[src/rtl/regfile_pkg.sv]
// Shared widths, default stack depth and the arbiter operation encoding
// used by the register-file port arbiter and its stack tracker.
package regfile_pkg;

  localparam int REG_ADDR_W      = 3;
  localparam int DATA_W          = 32;
  localparam int PC_W            = 8;
  localparam int STACK_DEPTH_DEF = 8;
  localparam int DEPTH_W         = 4;

  typedef enum logic [2:0] {
    NONE,
    WB_ALU,
    WB_MEM,
    PUSH,
    POP
  } op_e;

endpackage

[src/rtl/stack_depth_tracker.sv]
// Return-stack occupancy counter with saturating bounds and sticky
// overflow/underflow flags; one-cycle update, never stalls.
module stack_depth_tracker
  import regfile_pkg::*;
#(
  parameter int STACK_DEPTH = STACK_DEPTH_DEF
) (
  input  logic               clk,
  input  logic               reset,
  input  logic               call_i,
  input  logic               ret_i,
  input  logic               clr_err_i,
  output logic [DEPTH_W-1:0] depth_o,
  output logic               full_o,
  output logic               empty_o,
  output logic               ovf_o,
  output logic               unf_o
);

  logic [DEPTH_W-1:0] depth_q, depth_d;
  logic               ovf_q, ovf_d;
  logic               unf_q, unf_d;
  logic               full, empty;

  assign full  = (depth_q == DEPTH_W'(STACK_DEPTH));
  assign empty = (depth_q == '0);

  always_comb begin
    depth_d = depth_q;
    if (call_i && !full) begin
      depth_d = depth_q + 1'b1;
    end else if (ret_i && !empty) begin
      depth_d = depth_q - 1'b1;
    end
    // A fresh error event on the same edge as clr_err keeps the flag set.
    ovf_d = (ovf_q & ~clr_err_i) | (call_i & full);
    unf_d = (unf_q & ~clr_err_i) | (ret_i & empty);
  end

  always_ff @(posedge clk or posedge reset) begin
    if (reset) begin
      depth_q <= '0;
      ovf_q   <= 1'b0;
      unf_q   <= 1'b0;
    end else begin
      depth_q <= depth_d;
      ovf_q   <= ovf_d;
      unf_q   <= unf_d;
    end
  end

  assign depth_o = depth_q;
  assign full_o  = full;
  assign empty_o = empty;
  assign ovf_o   = ovf_q;
  assign unf_o   = unf_q;

endmodule

[src/rtl/regfile_port_arbiter.sv]
// Arbitrates ALU/memory writebacks and call/return stack ops onto one register-file
// port: fixed priority ret > call > writeback, round-robin between writebacks, registered outputs.
module regfile_port_arbiter
  import regfile_pkg::*;
#(
  parameter int STACK_DEPTH = STACK_DEPTH_DEF
) (
  input  logic                  clk,
  input  logic                  reset,
  input  logic                  alu_req,
  input  logic [REG_ADDR_W-1:0] alu_ws,
  input  logic [DATA_W-1:0]     alu_wd,
  input  logic                  mem_req,
  input  logic [REG_ADDR_W-1:0] mem_ws,
  input  logic [DATA_W-1:0]     mem_wd,
  input  logic                  call_req,
  input  logic [PC_W-1:0]       call_pc,
  input  logic                  ret_req,
  input  logic                  clr_err,
  output logic                  alu_gnt,
  output logic                  mem_gnt,
  output logic                  call_gnt,
  output logic                  ret_gnt,
  output logic                  regwrite,
  output logic [REG_ADDR_W-1:0] ws,
  output logic [DATA_W-1:0]     wd,
  output logic                  push,
  output logic                  pop,
  output logic [PC_W-1:0]       stack_pc,
  output logic [DEPTH_W-1:0]    stk_depth,
  output logic                  stk_full,
  output logic                  stk_empty,
  output logic                  stk_ovf,
  output logic                  stk_unf
);

  op_e                   op_sel;
  logic                  alu_gnt_q, mem_gnt_q, call_gnt_q, ret_gnt_q;
  logic                  alu_gnt_d, mem_gnt_d, call_gnt_d, ret_gnt_d;
  logic                  regwrite_q, regwrite_d;
  logic [REG_ADDR_W-1:0] ws_q, ws_d;
  logic [DATA_W-1:0]     wd_q, wd_d;
  logic                  push_q, push_d;
  logic                  pop_q, pop_d;
  logic [PC_W-1:0]       stack_pc_q, stack_pc_d;
  logic                  mem_first_q, mem_first_d;
  logic                  alu_elig, mem_elig, call_elig, ret_elig;

  // A requester still showing its grant has not yet dropped its request.
  assign alu_elig  = alu_req  & ~alu_gnt_q;
  assign mem_elig  = mem_req  & ~mem_gnt_q;
  assign call_elig = call_req & ~call_gnt_q;
  assign ret_elig  = ret_req  & ~ret_gnt_q;

  always_comb begin
    op_sel = NONE;
    if (ret_elig) begin
      op_sel = POP;
    end else if (call_elig) begin
      op_sel = PUSH;
    end else if (alu_elig && mem_elig) begin
      op_sel = mem_first_q ? WB_MEM : WB_ALU;
    end else if (alu_elig) begin
      op_sel = WB_ALU;
    end else if (mem_elig) begin
      op_sel = WB_MEM;
    end
  end

  always_comb begin
    alu_gnt_d   = (op_sel == WB_ALU);
    mem_gnt_d   = (op_sel == WB_MEM);
    call_gnt_d  = (op_sel == PUSH);
    ret_gnt_d   = (op_sel == POP);
    regwrite_d  = alu_gnt_d | mem_gnt_d;
    ws_d        = ws_q;
    wd_d        = wd_q;
    mem_first_d = mem_first_q;
    if (alu_gnt_d) begin
      ws_d        = alu_ws;
      wd_d        = alu_wd;
      mem_first_d = 1'b1;
    end else if (mem_gnt_d) begin
      ws_d        = mem_ws;
      wd_d        = mem_wd;
      mem_first_d = 1'b0;
    end
    // Calls at full depth and returns at empty depth are granted but not issued.
    push_d     = call_gnt_d & ~stk_full;
    pop_d      = ret_gnt_d & ~stk_empty;
    stack_pc_d = push_d ? call_pc : stack_pc_q;
  end

  always_ff @(posedge clk or posedge reset) begin
    if (reset) begin
      alu_gnt_q   <= 1'b0;
      mem_gnt_q   <= 1'b0;
      call_gnt_q  <= 1'b0;
      ret_gnt_q   <= 1'b0;
      regwrite_q  <= 1'b0;
      ws_q        <= '0;
      wd_q        <= '0;
      push_q      <= 1'b0;
      pop_q       <= 1'b0;
      stack_pc_q  <= '0;
      mem_first_q <= 1'b0;
    end else begin
      alu_gnt_q   <= alu_gnt_d;
      mem_gnt_q   <= mem_gnt_d;
      call_gnt_q  <= call_gnt_d;
      ret_gnt_q   <= ret_gnt_d;
      regwrite_q  <= regwrite_d;
      ws_q        <= ws_d;
      wd_q        <= wd_d;
      push_q      <= push_d;
      pop_q       <= pop_d;
      stack_pc_q  <= stack_pc_d;
      mem_first_q <= mem_first_d;
    end
  end

  stack_depth_tracker #(
    .STACK_DEPTH(STACK_DEPTH)
  ) u_tracker (
    .clk      (clk),
    .reset    (reset),
    .call_i   (call_gnt_d),
    .ret_i    (ret_gnt_d),
    .clr_err_i(clr_err),
    .depth_o  (stk_depth),
    .full_o   (stk_full),
    .empty_o  (stk_empty),
    .ovf_o    (stk_ovf),
    .unf_o    (stk_unf)
  );

  assign alu_gnt  = alu_gnt_q;
  assign mem_gnt  = mem_gnt_q;
  assign call_gnt = call_gnt_q;
  assign ret_gnt  = ret_gnt_q;
  assign regwrite = regwrite_q;
  assign ws       = ws_q;
  assign wd       = wd_q;
  assign push     = push_q;
  assign pop      = pop_q;
  assign stack_pc = stack_pc_q;

endmodule

[config.mk]
export PLATFORM = sky130hd
export DESIGN_NAME = regfile_port_arbiter
export DESIGN_NICKNAME = d
export VERILOG_FILES = /design/src/rtl/regfile_pkg.sv /design/src/rtl/stack_depth_tracker.sv /design/src/rtl/regfile_port_arbiter.sv
export SDC_FILE = /design/constraint.sdc
export NUM_CORES = 1
export LEC_CHECK = 0
export CORE_ASPECT_RATIO = 0.8
export CORE_UTILIZATION = 36
export CTS_BUF_LIST = sky130_fd_sc_hd__clkbuf_4
export CTS_CLUSTER_DIAMETER = 30
export DETAILED_ROUTE_END_ITERATION = 12
export MAX_ROUTING_LAYER = met4
export PLACE_DENSITY = 0.79
export SYNTH_ARGS = -nofsm -noshare
export SYNTH_HDL_FRONTEND = slang
export SYNTH_SLANG_ARGS = --single-unit
[constraint.sdc]
create_clock -name clk -period 1.95 [get_ports clk]
set_input_delay 0.39 -clock clk [delete_from_list [all_inputs] [get_ports clk]]
set_output_delay 0.39 -clock clk [all_outputs]
set_load 0.01 [all_outputs]
==> impl_metrics.yaml, run 1 <==
power:
  intPower_mw: 2.93
  pwr-share-seq_pct: 39.8
  power_density_nw_per_um2: 1000
  leakagePower_nw: 1.91
  ir_drop_mv: 0.398
  p_comb_share_pct: 44.1
  switchingPower_mw: 1.40
  clkPwrFrac_pct: 16.1
  switching_share_pct: 32.4
floorplan:
  fp-row-count: 27
  core_sq_um: 6860
  die-area_sq_um: 7430
  start_util_pct: 37.2
  die_height_um: 77.3
  io_pins: 143
  die_width_um: 96.1
drt:
  wl_mm: 6.64
  detail_route.wl_per_cell_um: 14.1
  first_pass_iters: 4
  drc_errors: 0
  drt_iter0_markers: 67
  viasPerCell: 4.76
  postRouteAntennaNets: 0
  vias: 2248
timing:
  finalHoldViolCount: 0
  tightest_slew_ns: 0.299
  final.setup.tns_ns: 0
  drv_slew: 0
  skew_ns: 0.0181
  fin_ws_ns: 0.0326
  relSlewSlack_pct: 80.1
  fmax_mhz: 522
  rsz0062_at_grt: "yes"
  min_period_ns: 1.92
  whs_ns: 0.367
  finalCritPeriodShare_pct: 98.3
  setup_viol: 0
yosys:
  synth_area_sq_um: 2550
  synth_top_area_share_pct: 55.9
  synth_seq_cells: 57
  ys_types: 33
  synth.avg_cell_area_sq_um: 11.6
  synthMuxAreaShare_pct: 4.81
  yosysSeqAreaShare_pct: 55.9
  synth_nets: 307
  synth_top_family_by_area: "compound AO/OA/AOI/OAI gates"
  synthCells: 219
  synth.most_common_cell: "nand2_1"
  synth_top_area_cell: "dfrtp_1"
  synth_fa_ha_area_share_pct: 1.77
  synthTopCellsByArea: "dfrtp_1 (56%), nand2_1 (11%), a22oi_2 (8.8%)"
  synth_xor_area_share_pct: 1.03
  ys_warn_count: 0
  synth_edf_count: 0
  synth_compound_gate_area_share_pct: 17.2
  async_flop_share_pct: 100
  yosys-top-cells-count: "nand2_1 (72), dfrtp_1 (57), a22oi_2 (18)"
  synth-simple-area-share_pct: 15.0
  synthFlopType: "dfrtp_1"
finish:
  num_antenna_cells: 0
  fin_nets: 468
  drive_gt1_share_pct: 21.0
  stdcell_count: 472
  fillers: 564
  synthToLayoutAreaGrowth_pct: 70.0
  stdcell_area_sq_um: 4330
clocking:
  clock_sinks: 57
  h-tree-depth: 3
  cts_max_path_buffers: 2
  clock_tree.root_cell: "clkbuf_4"
  cts_tree: "yes"
  hold_buffers: 0
  path_clk_slew_ns: 0.10
  cts_buffers: 9
  clk_latency_ns: 0.40
hold_path:
  hold_class: "in -> async"
placement:
  pre_cts_ws_ns: -0.293
  place_inst: 451
  placed_area_sq_um: 4200
  place_congestion: 0.829
  io_buffers: 142
  dp_hpwl_mm: 4.77
setup_path:
  worstPathRequired_ns: 2.28
  cp-start-kind: "flop"
  rr_worst_depth: 9
  worstSetupPathType: "reg -> reg"
  cp.arrival_ns: 2.24
  timing.critical_path.to_type: "flop"
  cp_max_fo: 3
  reg2reg_to: "u_tracker.depth_o[3]"
  r2r-start: "u_tracker.depth_o[2]"
  rrSetupSlack_ns: 0.03
global_routing:
  antenna_found_initial: 0
  grt.overflow.total: 0
  grt_usage_pct: 19.8
  grt_max_degree: 58
  grt_first_pass_wirelength_mm: 10.6
  grt_pass1_vias: 2308
status:
  status: "complete, no violations"
job:
  max_cap_viol_count: 0
## sequential cells by signal (all words and copies together) (netlist names)
name,cells
mem_first_q,1
alu_gnt,1
call_gnt,1
u_tracker.depth_o,4
ws,3
mem_gnt,1
wd,32
u_tracker.ovf_o,1
stack_pc,8
ret_gnt,1
pop,1
push,1
u_tracker.unf_o,1
regwrite,1
## how the worst max path moves through the flow
stage	start	to	slack [ns]	cells after the start
global route	u_tracker.depth_o[0]	u_tracker.depth_o[3]	-0.11	9
CTS	u_tracker.depth_o[0]	u_tracker.depth_o[3]	0.0007	9
detailed placement	call_req	u_tracker.depth_o[3]	-0.29	9
finish	u_tracker.depth_o[2]	u_tracker.depth_o[3]	0.03	9
floorplan	u_tracker.depth_o[0]	u_tracker.depth_o[3]	-0.11	9
global placement	call_req	u_tracker.depth_o[3]	-0.25	9
## cell type report
class,count,area (sq um),area share (%)
clock inverters,5,23.8,0.548
multi-input cells,144,1050,24.3
clock buffers,11,82.6,1.91
inverters,7,31.3,0.722
repair buffers,161,1600,37.0
flip-flops and latches,57,1430,33.0
well taps,87,109,2.51
## power groups by stage
stage          clock network [mW]  registers (mW)  logic, mW
2_1_floorplan                   0            1.92      0.626
3_3_place_gp                    0            1.75       1.82
3_5_place_dp                    0            1.77       1.86
4_1_cts                     0.730            1.73       1.91
5_1_grt                     0.794            1.78       2.07
6_report                    0.698            1.73       1.91
## per-layer routing
| layer | wire, um | track usage [%] | up-vias |
|---|---|---|---|
| li1 | - | - | 1072 |
| met1 | 2690 | 22.9 | 1075 |
| met2 | 3230 | 30.8 | 94 |
| met3 | 656 | 9.03 | 7 |
| met4 | 70 | 5.37 | 0 |
| met5 | 0 | - | - |
## placed cells by master (no fill, tap or decap), types with 2 or more instances in the layout
| master | n |
|---|---|
| nor2b_1 | 2 |
| buf_4 | 15 |
| xnor2_1 | 2 |
| inv_1 | 4 |
| dfrtp_1 | 54 |
| nor2_1 | 2 |
| mux2_2 | 8 |
| nand2_1 | 72 |
| clkdlybuf4s50_1 | 139 |
| buf_12 | 4 |
| o21ai_0 | 2 |
| inv_4 | 2 |
| a22oi_2 | 18 |
| dfrtp_2 | 3 |
| nand2b_4 | 2 |
| clkinv_2 | 4 |
| clkbuf_4 | 11 |
| a22oi_1 | 17 |
| mux2_1 | 2 |
## cells by family (layout without fill, tap and decap cells)
family | count (synthesis) | count (layout)
flip-flops | 57 | 57
buffers and inverters | 18 | 184
adder cells (fa/ha/maj) | 3 | 3
multiplexers | 11 | 11
XOR/XNOR | 3 | 3
AO/OA/AOI/OAI | 43 | 43
AND/OR/NAND/NOR | 84 | 84
## critical path: stages (launching register included)
cell	delay, ns
dfrtp_2	0.44
nor4b_4	0.30
buf_4	0.17
nor3_4	0.04
inv_4	0.07
ha_4	0.19
a21o_1	0.16
a21oi_2	0.13
mux2i_1	0.22
xnor2_1	0.13
## through the flow
| step | total power, mW | utilization (%) |
|---|---|---|
| 3_3_place_gp | 3.57 | 61.2 |
| 2_1_floorplan | 2.55 | - |
| 3_5_place_dp | 3.63 | 61.2 |
| 5_1_grt | 4.64 | 63.2 |
| 4_1_cts | 4.37 | 63.1 |
| 6_report | 4.34 | 63.2 |
## timing repair
item | CTS | global route
cloned | 0 | 0
pin swaps | 2 | 2
endpoints found under the setup margin | 2 | 3
setup buffers | 3 | 2
gates resized for setup | 6 | 3
(Power assumes the default switching activity.)
==> inputs of run 2 (changes only) <==
--- a/config.mk
+++ b/config.mk
@@ -5,13 +5,16 @@
 export SDC_FILE = /design/constraint.sdc
 export NUM_CORES = 1
 export LEC_CHECK = 0
+export CAP_MARGIN = 20
+export CELL_PAD_IN_SITES_DETAIL_PLACEMENT = 0
+export CELL_PAD_IN_SITES_GLOBAL_PLACEMENT = 1
 export CORE_ASPECT_RATIO = 0.8
-export CORE_UTILIZATION = 36
+export CORE_UTILIZATION = 26
 export CTS_BUF_LIST = sky130_fd_sc_hd__clkbuf_4
 export CTS_CLUSTER_DIAMETER = 30
 export DETAILED_ROUTE_END_ITERATION = 12
 export MAX_ROUTING_LAYER = met4
-export PLACE_DENSITY = 0.79
+export PLACE_DENSITY_LB_ADDON = 0.1
 export SYNTH_ARGS = -nofsm -noshare
 export SYNTH_HDL_FRONTEND = slang
 export SYNTH_SLANG_ARGS = --single-unit
==> run 2 against run 1 <==
Net effect: cell count rose by 7.0%; cell area rose by 2.3%; sequential power barely moved; critical path depth did not move; combinational power rose by 5%; critical endpoint unchanged; register-to-register slack got worse by 0.05 ns; hold slack got worse by 0.12 ns; wire length rose by 7.2%; critical path type unchanged; count of clock-buffer cells in the layout fell by 1; clock power fell by 3.3%; the flow now finishes with violations (setup timing).
==> impl_metrics.yaml, run 2 (same netlist as run 1, synthesis figures left out) <==
status:
  status: "finished with violations"
  failed_checks: "setup timing"
setup_path:
  cp_max_fo: 3
  cpMaxStageDelayCell: "dfrtp_2"
  worstPathRequired_ns: 2.27
  crit_chain: "nor4b_4, buf_4, nor3_4, inv_4, ha_4, a21o_1, a21oi_2, mux2i_1, xnor2_1"
  timing.critical_path.to_type: "flop"
  cp.arrival_ns: 2.28
  cp-start-kind: "flop"
  worstSetupPathType: "reg -> reg"
  cpPeakStageDelay_ns: 0.44
global_routing:
  grt_first_pass_wirelength_mm: 11.4
  antenna_found_initial: 0
  grt_usage_pct: 15.1
  grt_max_degree: 47
  grt.overflow.total: 0
  grt_pass1_vias: 2206
drt:
  vias: 2200
  first_pass_iters: 4
  postRouteAntennaNets: 0
  wl_mm: 7.12
  detail_route.wl_per_cell_um: 14.1
  drc_errors: 0
  drt_iter0_markers: 71
  viasPerCell: 4.36
timing:
  fmax_mhz: 508
  fin_ws_ns: -0.0167
  whs_ns: 0.251
  finalCritPeriodShare_pct: 101
  drv_slew: 0
  finalHoldViolCount: 0
  rsz0062_at_grt: "yes"
  tightest_slew_ns: 0.296
  relSlewSlack_pct: 80.1
  min_period_ns: 1.97
  setup_viol: 1
  skew_ns: 0.00965
placement:
  io_buffers: 142
  dp_hpwl_mm: 5.25
  place_congestion: 0.682
  place_inst: 484
  pre_cts_ws_ns: -0.294
finish:
  final_cell_mix: "clkdlybuf4s50_1 (139), nand2_1 (72), dfrtp_1 (53), a22oi_2 (18)"
  stdcell_count: 505
  largest_reg_flops: 32
  final_core_util_pct: 47.8
  synthToLayoutAreaGrowth_pct: 73.9
  mostFrequentLayoutCell: "clkdlybuf4s50_1"
  drive_gt1_share_pct: 21.3
  fin_nets: 472
floorplan:
  start_util_pct: 27.5
  io_pins: 143
  core_sq_um: 9270
  die_height_um: 90.6
  die_width_um: 113
  die-area_sq_um: 10200
  fp-row-count: 31
clocking:
  cts_max_path_buffers: 2
  path_clk_slew_ns: 0.10
  clock_tree.root_cell: "clkbuf_4"
  cts_buffers: 9
  clock_sinks: 57
  clk_latency_ns: 0.39
  cts_tree: "yes"
  h-tree-depth: 3
power:
  power_density_nw_per_um2: 992
  leakagePower_nw: 1.94
  total_power_mw: 4.40
  ir_drop_mv: 0.320
hold_path:
  hold_class: "in -> async"
job:
  max_cap_viol_count: 0
run 2: changes by cell type in the layout (fill, tap and decap cells not counted), moves of 2 or more:
cell	delta
clkinv_1	+3
clkinv_2	-2
buf_12	+2
buf_4	+2
run 2: repair_timing:
| action | CTS | global route |
|---|---|---|
| gates resized for setup | 11 | 1 |
| pin swaps | 1 | 1 |
| hold buffers | 0 | 0 |
| setup endpoints to repair | 2 | 2 |
| buffers inserted | 3 | 1 |
run 2: routing by layer:
metal  vias up  routed length (um)  track usage [%]
li1       1087                   -                -
met1      1014                3420             19.5
met2        93                3050             22.4
met3         6                 589             5.77
met4         0                  59             3.33
met5         -                   0                -
run 2: worst max-delay path, delay by kind of cell, from the launching register on:
family | cells | cell delay, ns
AO/OA/AOI/OAI | 2 | 0.29
XOR/XNOR | 1 | 0.13
adder cells (fa/ha/maj) | 1 | 0.19
buffers and inverters | 2 | 0.25
flip-flops | 1 | 0.44
multiplexers | 1 | 0.22
AND/OR/NAND/NOR | 2 | 0.37
run 2: worst paths after layout:
kind | from | end | slack (ns) | cells past startpoint
max | u_tracker.depth_o[2] | u_tracker.depth_o[3] | -0.02 | 9
min | reset | pop | 0.25 | 2
max reg2reg | u_tracker.depth_o[2] | u_tracker.depth_o[3] | -0.02 | 9
min reg2reg | wd[24] | wd[24] | 0.48 | 2
max in group asynchronous | reset | wd[30] | 1.15 | 3
min in group clk | wd[24] | wd[24] | 0.48 | 2
run 2: stage by stage:
stage | cell area (sq um) | setup TNS [ns]
4_1_cts | 4420 | -0.0227
3_3_place_gp | 4290 | -1.19
5_1_grt | 4430 | -0.117
3_5_place_dp | 4290 | -1.65
6_report | 4430 | -0.0167
2_1_floorplan | 2580 | -0.156
run 2: final cells by class:
class / instances / area [sq um]
sequential: 57 / 1430
antenna: 1 / 2.50
fill: 909 / 4840
clock buffer: 10 / 75.1
inverter: 7 / 31.3
tap: 115 / 144
clock inverter: 6 / 25.0
multi-input combinational: 144 / 1060
timing repair buffer: 165 / 1660
run 2: power breakdown:
| part | total, mW | internal (mW) | switching, mW |
|---|---|---|---|
| clock network | 0.675 | 0.256 | 0.420 |
| logic | 2.00 | 1.18 | 0.818 |
| registers | 1.72 | 1.52 | 0.208 |
==> inputs of run 3 (changes only) <==
--- a/config.mk
+++ b/config.mk
@@ -5,13 +5,12 @@
 export SDC_FILE = /design/constraint.sdc
 export NUM_CORES = 1
 export LEC_CHECK = 0
-export CAP_MARGIN = 20
 export CELL_PAD_IN_SITES_DETAIL_PLACEMENT = 0
 export CELL_PAD_IN_SITES_GLOBAL_PLACEMENT = 1
 export CORE_ASPECT_RATIO = 0.8
 export CORE_UTILIZATION = 26
 export CTS_BUF_LIST = sky130_fd_sc_hd__clkbuf_4
-export CTS_CLUSTER_DIAMETER = 30
+export CTS_CLUSTER_DIAMETER = 150
 export DETAILED_ROUTE_END_ITERATION = 12
 export MAX_ROUTING_LAYER = met4
 export PLACE_DENSITY_LB_ADDON = 0.1
==> results of run 3 <==
Same layout as run 2: the final DEF is identical, and so are final timing and power.
